===== config.mk =====
export PLATFORM = sky130hd
export DESIGN_NAME = ra_host_sdr_32x32
export DESIGN_NICKNAME = d
export VERILOG_FILES = /design/src/rtl/ra_host_pkg.sv /design/src/rtl/ra_host_rsp_fifo.sv /design/src/rtl/ra_host_sdr_32x32.sv
export SDC_FILE = /design/constraint.sdc
export NUM_CORES = 1
export LEC_CHECK = 0
export ABC_CLOCK_PERIOD_IN_PS = 4000
export BUFFER_PORTS_ARGS = -buffer_cell sky130_fd_sc_hd__buf_4
export CELL_PAD_IN_SITES_DETAIL_PLACEMENT = 1
export CELL_PAD_IN_SITES_GLOBAL_PLACEMENT = 2
export CORE_ASPECT_RATIO = 0.6
export CORE_MARGIN = 2
export CORE_UTILIZATION = 43
export DETAILED_ROUTE_END_ITERATION = 12
export PLACE_DENSITY_LB_ADDON = 0.1
export SYNTH_ARGS = -nofsm -noshare
export SYNTH_HDL_FRONTEND = slang
export SYNTH_SLANG_ARGS = --single-unit
export TNS_END_PERCENT = 20

===== constraint.sdc =====
create_clock -name clk -period 4 [get_ports clk]
set_input_delay 0.4 -clock clk [delete_from_list [all_inputs] [get_ports clk]]
set_output_delay 0.4 -clock clk [all_outputs]
set_load 0.02 [all_outputs]

===== src/rtl/ra_host_pkg.sv =====
// ra_host_pkg: op encodings and in-flight stage record shared by the host front end.
package ra_host_pkg;
    localparam logic [1:0] OP_RD0 = 2'b00;
    localparam logic [1:0] OP_RD1 = 2'b01;
    localparam logic [1:0] OP_WR  = 2'b10;
    localparam logic [1:0] OP_RD2 = 2'b11;
    localparam int TAG_W = 4;
    localparam int ADR_W = 5;
    localparam int DAT_W = 32;
    localparam int RSP_W = TAG_W + 2 * DAT_W;
    typedef struct packed {
        logic             vld;
        logic [1:0]       mask;
        logic [TAG_W-1:0] tag;
    } stage_t;
endpackage


===== src/rtl/ra_host_rsp_fifo.sv =====
// ra_host_rsp_fifo: synchronous response FIFO with occupancy count.
module ra_host_rsp_fifo
    import ra_host_pkg::*;
#(
    parameter int W     = RSP_W,
    parameter int DEPTH = 4
) (
    input  logic                   clk,
    input  logic                   reset,
    input  logic                   push,
    input  logic [W-1:0]           din,
    input  logic                   pop,
    output logic [W-1:0]           dout,
    output logic [$clog2(DEPTH):0] count
);
    localparam int AW = $clog2(DEPTH);
    logic [W-1:0] mem [DEPTH];
    logic [AW-1:0] wr_ptr, rd_ptr;
    logic do_pop;

    assign do_pop = pop && count != '0;
    assign dout = mem[rd_ptr];

    always_ff @(posedge clk)
        if (push) mem[wr_ptr] <= din;

    // Pointers wrap naturally since DEPTH is a power of two.
    always_ff @(posedge clk) begin
        if (reset) begin
            wr_ptr <= '0;
            rd_ptr <= '0;
            count  <= '0;
        end else begin
            if (push) wr_ptr <= wr_ptr + 1'b1;
            if (do_pop) rd_ptr <= rd_ptr + 1'b1;
            count <= count + (AW+1)'(push) - (AW+1)'(do_pop);
        end
    end
endmodule


===== src/rtl/ra_host_sdr_32x32.sv =====
// ra_host_sdr_32x32: valid/ready command front end for the 2R1W 32x32 SDR array,
// with credit-based flow control into a buffered response port.
module ra_host_sdr_32x32
    import ra_host_pkg::*;
#(
    parameter int RD_LAT = 1,
    parameter int DEPTH  = 4
) (
    input  logic             clk,
    input  logic             reset,
    input  logic             req_valid,
    output logic             req_ready,
    input  logic [1:0]       req_op,
    input  logic [TAG_W-1:0] req_tag,
    input  logic [ADR_W-1:0] req_adr0,
    input  logic [ADR_W-1:0] req_adr1,
    input  logic [DAT_W-1:0] req_dat,
    output logic             rsp_valid,
    input  logic             rsp_ready,
    output logic [TAG_W-1:0] rsp_tag,
    output logic [DAT_W-1:0] rsp_dat0,
    output logic [DAT_W-1:0] rsp_dat1,
    output logic             rd_enb_0,
    output logic             rd_enb_1,
    output logic [ADR_W-1:0] rd_adr_0,
    output logic [ADR_W-1:0] rd_adr_1,
    input  logic [DAT_W-1:0] rd_dat_0,
    input  logic [DAT_W-1:0] rd_dat_1,
    output logic             wr_enb_0,
    output logic [ADR_W-1:0] wr_adr_0,
    output logic [DAT_W-1:0] wr_dat_0,
    output logic             busy
);
    localparam int CW = $clog2(DEPTH) + 1;
    stage_t pipe [RD_LAT+1];
    stage_t cap;
    logic [CW-1:0] fifo_count, inflight;
    logic [RSP_W-1:0] fifo_dout;
    logic acc, rd0, rd1;

    assign rd0 = req_op == OP_RD0 || req_op == OP_RD2;
    assign rd1 = req_op == OP_RD1 || req_op == OP_RD2;
    // Every in-flight read owns a FIFO slot, so a capture can never overflow.
    assign req_ready = !reset && ({1'b0, fifo_count} + {1'b0, inflight} < (CW+1)'(DEPTH));
    assign acc = req_valid && req_ready;
    assign cap = pipe[RD_LAT];
    assign rsp_valid = !reset && fifo_count != '0;
    assign {rsp_tag, rsp_dat0, rsp_dat1} = rsp_valid ? fifo_dout : '0;
    assign busy = !reset && (inflight != '0 || fifo_count != '0);

    always_comb begin
        inflight = '0;
        for (int i = 0; i <= RD_LAT; i++) inflight = inflight + CW'(pipe[i].vld);
    end

    // Stage 0 lines up with the array enables; stage RD_LAT with valid read data.
    always_ff @(posedge clk) begin
        if (reset) begin
            for (int i = 0; i <= RD_LAT; i++) pipe[i] <= '0;
        end else begin
            pipe[0] <= '{vld: acc && req_op != OP_WR, mask: {rd1, rd0}, tag: req_tag};
            for (int i = 1; i <= RD_LAT; i++) pipe[i] <= pipe[i-1];
        end
    end

    always_ff @(posedge clk) begin
        if (reset) begin
            rd_enb_0 <= 1'b0;
            rd_enb_1 <= 1'b0;
            wr_enb_0 <= 1'b0;
            rd_adr_0 <= '0;
            rd_adr_1 <= '0;
            wr_adr_0 <= '0;
            wr_dat_0 <= '0;
        end else begin
            rd_enb_0 <= acc && rd0;
            rd_enb_1 <= acc && rd1;
            wr_enb_0 <= acc && req_op == OP_WR;
            if (acc) begin
                rd_adr_0 <= req_adr0;
                rd_adr_1 <= req_adr1;
                wr_adr_0 <= req_adr0;
                wr_dat_0 <= req_dat;
            end
        end
    end

    ra_host_rsp_fifo #(.W(RSP_W), .DEPTH(DEPTH)) u_fifo (
        .clk   (clk),
        .reset (reset),
        .push  (cap.vld),
        .din   ({cap.tag, {DAT_W{cap.mask[0]}} & rd_dat_0, {DAT_W{cap.mask[1]}} & rd_dat_1}),
        .pop   (rsp_valid && rsp_ready),
        .dout  (fifo_dout),
        .count (fifo_count)
    );
endmodule


==> impl_metrics.ini <==
[clock_tree]
cts-root-to-sink-buffers = 3
post_cts.repair.setup_buffers = 0
clockRootBuffer = clkbuf_16
post_cts.resized_instances = 0
cts_made_buffers = 34
clock_sink_count = 340
cts_hold_buffers = 0
cts_tree = built
ctsHtreeMaxLevel = 2
insertion_delay_ns = 0.52
clk_pin_slew_worst_paths_ns = 0.06

[power]
leakage_power_summed_over_all_cells_nw = 6.01
total_power_per_unit_cell_area_nw_per_um2 = 533
seq_power_share = 0.455
comb_power_share = 0.190
switching_power_w = 0.00228
vdd_drop_max_uv = 405
share_clk_of_total_power = 0.355
internal-power_w = 0.00653
p_sw_frac = 0.258

[yosys]
synth_largest_type_area_fraction = 0.611
synth.net_count = 926
synth_seq_area_share = 0.713
synth_top_cells_by_area = edfxtp_1 61%, mux4_2 11%, dfxtp_1 10%, and2_1 6.4%, a21oi_1 1.6%
yosys_warnings = 0
synth_cells = 797
dominantRegCellSynth = edfxtp_1
synthArstFlopShare = 0
dominant_cell_by_count_in_the_synthesized_netlist = edfxtp_1
synth-seq-cells = 340
synth_enable_flop_cells = 272
ys_types = 31
synth_top_cells_by_count = 272 x edfxtp_1, 136 x and2_1, 68 x dfxtp_1, 68 x mux4_2
syn_area_um2 = 13400
netlist.top_cell.by_area = edfxtp_1
syn_avg_cell_area_um2 = 16.8

[worst_setup_path]
cp_num_buf_inv = 3
critPathSlowestCell = inv_2
kind_of_cell_adding_the_most_delay_to_the_critical_path = buffers and inverters
rrSetupSlack_ns = 1.66
regToRegStartpoint = pipe[0][13]
critical_path.endpoint_type = output port
startpoint_class_of_the_critical_path = flop
critical_path.cell_chain = nor3_2, or2_4, inv_2, buf_4, and2_1, buf_4
cp.arrival_ns = 2.73
ff2ff_path_depth = 6
worst_ep_required_time_ns = 3.60
regToRegEndpoint = wr_dat_0[1]
cpMostUsedCell = buf_4
critical_path_peak_fanout = 54
cpPeakStageDelay_ns = 0.67
category_of_the_most_critical_setup_path = reg -> out

[routing]
route.vias.total = 7501
drtIter0Drc = 460
via_per_inst = 5.15
ant_nets_after_route = 0
dr.pass1.iters = 4
drc_errors = 0
totalWireLength_mm = 30.7
wl_per_cell_um = 21.0

[global_routing]
gr-usage-all-layers = 0.191
number_of_global_route_vias_before_repair = 8059
largest_net_degree_at_the_start_of_global_routing = 69
number_of_antenna_violations_at_the_first_check_in_global_routing = 0
residual_overflow_from_global_routing = 0
grt_first_pass_wirelength_mm = 47.5

[layout]
finalNetCount = 1153
area_added_between_synthesis_and_finish_pct = 23.6
post_route_cells_drive_above_1_share = 0.356
final_area_um2 = 16500
num_antenna_cells = 0

[timing]
postLayoutSetupSlackWorst_ns = 0.872
worst-slew-pin-transition_ns = 1.07
setup_viol = 0
tns_ns = 0
min_period_over_period = 0.782
unrepaired_setup_endpoints_after_global_routing = no
max_freq_mhz = 320
period_minus_slack_ns = 3.13
final_hold_viol_count = 0
timing.final.max_slew_violations = 0
clock-skew-final_ns = 0.0204
max_slew_margin = 0.287

[worst_hold_path]
holdPathStages = 2
worst_hold_startpoint = req_tag[0]
holdPathEnd = pipe[0][0]
hp-class = in -> reg

[die]
pin_count = 237
die_height_um = 141
floorplan.initialDensity = 0.442
core_region_area_um2 = 30300
die_w_um = 232
placementRows = 49
die_area_um2 = 32600

[placed_design]
final_hpwl_from_detailed_placement_mm = 18.8
place_worst_setup_slack_ns = 1.06
gp_congestion = 0.717
numPortBuffers = 236
detailed_place.area_um2 = 15500

[flow_run]
timing.max_cap.violations = 0

[status]
run_status = complete, no violations
[placed cells by master (no fill, tap or decap), types with 2 or more instances in the layout]
cell type  Yosys  layout
xnor2_1        3       3
and2_1       136     132
and3_1         3       3
a21oi_1       43      43
o211ai_1       2       2
clkbuf_16      0      35
and2_4         0       4
nor2_1         8       8
clkbuf_1      31      11
nand2_1        2       2
clkinv_1       0       5
buf_4          5     248
dfxtp_4        0       2
mux4_2        68      68
o31ai_1        3       3
nand3_1       43      43
o21ai_0       42      42
inv_1         12      12
edfxtp_1     272     272
bufinv_16      0       3
nor2b_1       13      13
clkinv_2       0       5
ha_1          12      12
dfxtp_1       68      66
[routing by layer]
metal  share of wire  global-route usage
met4           0.017              0.0499
met1            0.46               0.268
met3           0.047              0.0374
met2            0.48               0.310
met5               0                   0
[stage by stage]
stage | util | std cells | total power [W] | hold slack [ns]
detailed placement | 0.510 | 1396 | 0.00580 | 0.426
finish | 0.546 | 1457 | 0.00881 | 0.111
global route | 0.546 | 1457 | 0.00917 | 0.0967
CTS | 0.546 | 1457 | 0.00894 | 0.0866
global placement | 0.510 | 1396 | 0.00578 | 0.419
floorplan | - | 797 | 0.00518 | 0.414
[power by group through the flow]
stage / Sequential (W) / Combinational, W / Clock, W
after CTS: 0.00401 / 0.00172 / 0.00320
after global routing: 0.00403 / 0.00181 / 0.00332
after floorplan: 0.00405 / 0.00112 / 0
after detailed placement: 0.00409 / 0.00171 / 0
final: 0.00401 / 0.00167 / 0.00313
after global placement: 0.00409 / 0.00169 / 0
[cell families after synthesis]
group	count (synthesis)	share of synthesized area
simple gates	211	0.0951
flops	340	0.713
compound gates	90	0.0346
fa+ha+maj	13	0.0127
buf+inv	71	0.0277
xor+xnor	3	0.00197
mux	69	0.115
[worst max path at each step]
stage          slack, ns               end  cells after the start              from
2_1_floorplan       1.43  u_fifo.mem[0][0]                      3  u_fifo.wr_ptr[0]
3_3_place_gp        1.16       rsp_dat0[3]                      6             reset
3_5_place_dp        1.06      rsp_dat1[26]                      6             reset
4_1_cts             0.77      rsp_dat1[19]                      6   u_fifo.count[2]
5_1_grt             0.65      rsp_dat1[19]                      6   u_fifo.count[2]
6_report            0.87      rsp_dat1[19]                      6   u_fifo.count[2]
[worst register-to-register path, cell delays in order (launching register included)]
cell     delay (ns)
dfxtp_1        0.41
ha_1           0.24
ha_1           0.28
and3_1         0.65
buf_4          0.37
o21ai_0        0.15
a21oi_1        0.17
[state kept, by name (all words and copies together), names as in the netlist, 2 cells and up, named ones only]
register,count
u_fifo.mem,272
wr_dat_0,32
pipe,14
rd_adr_1,5
wr_adr_0,5
u_fifo.count,3
u_fifo.rd_ptr,2
u_fifo.wr_ptr,2
[layout make-up]
type,instances,area [µm²]
clock buffers,47,931
flip-flops and latches,340,9540
clock inverters,14,143
well taps,408,510
inverters,13,48.8
multi-input cells,386,3480
repair buffers,249,1880
fillers,2890,13800
Power figures use the tool's default switching activity.
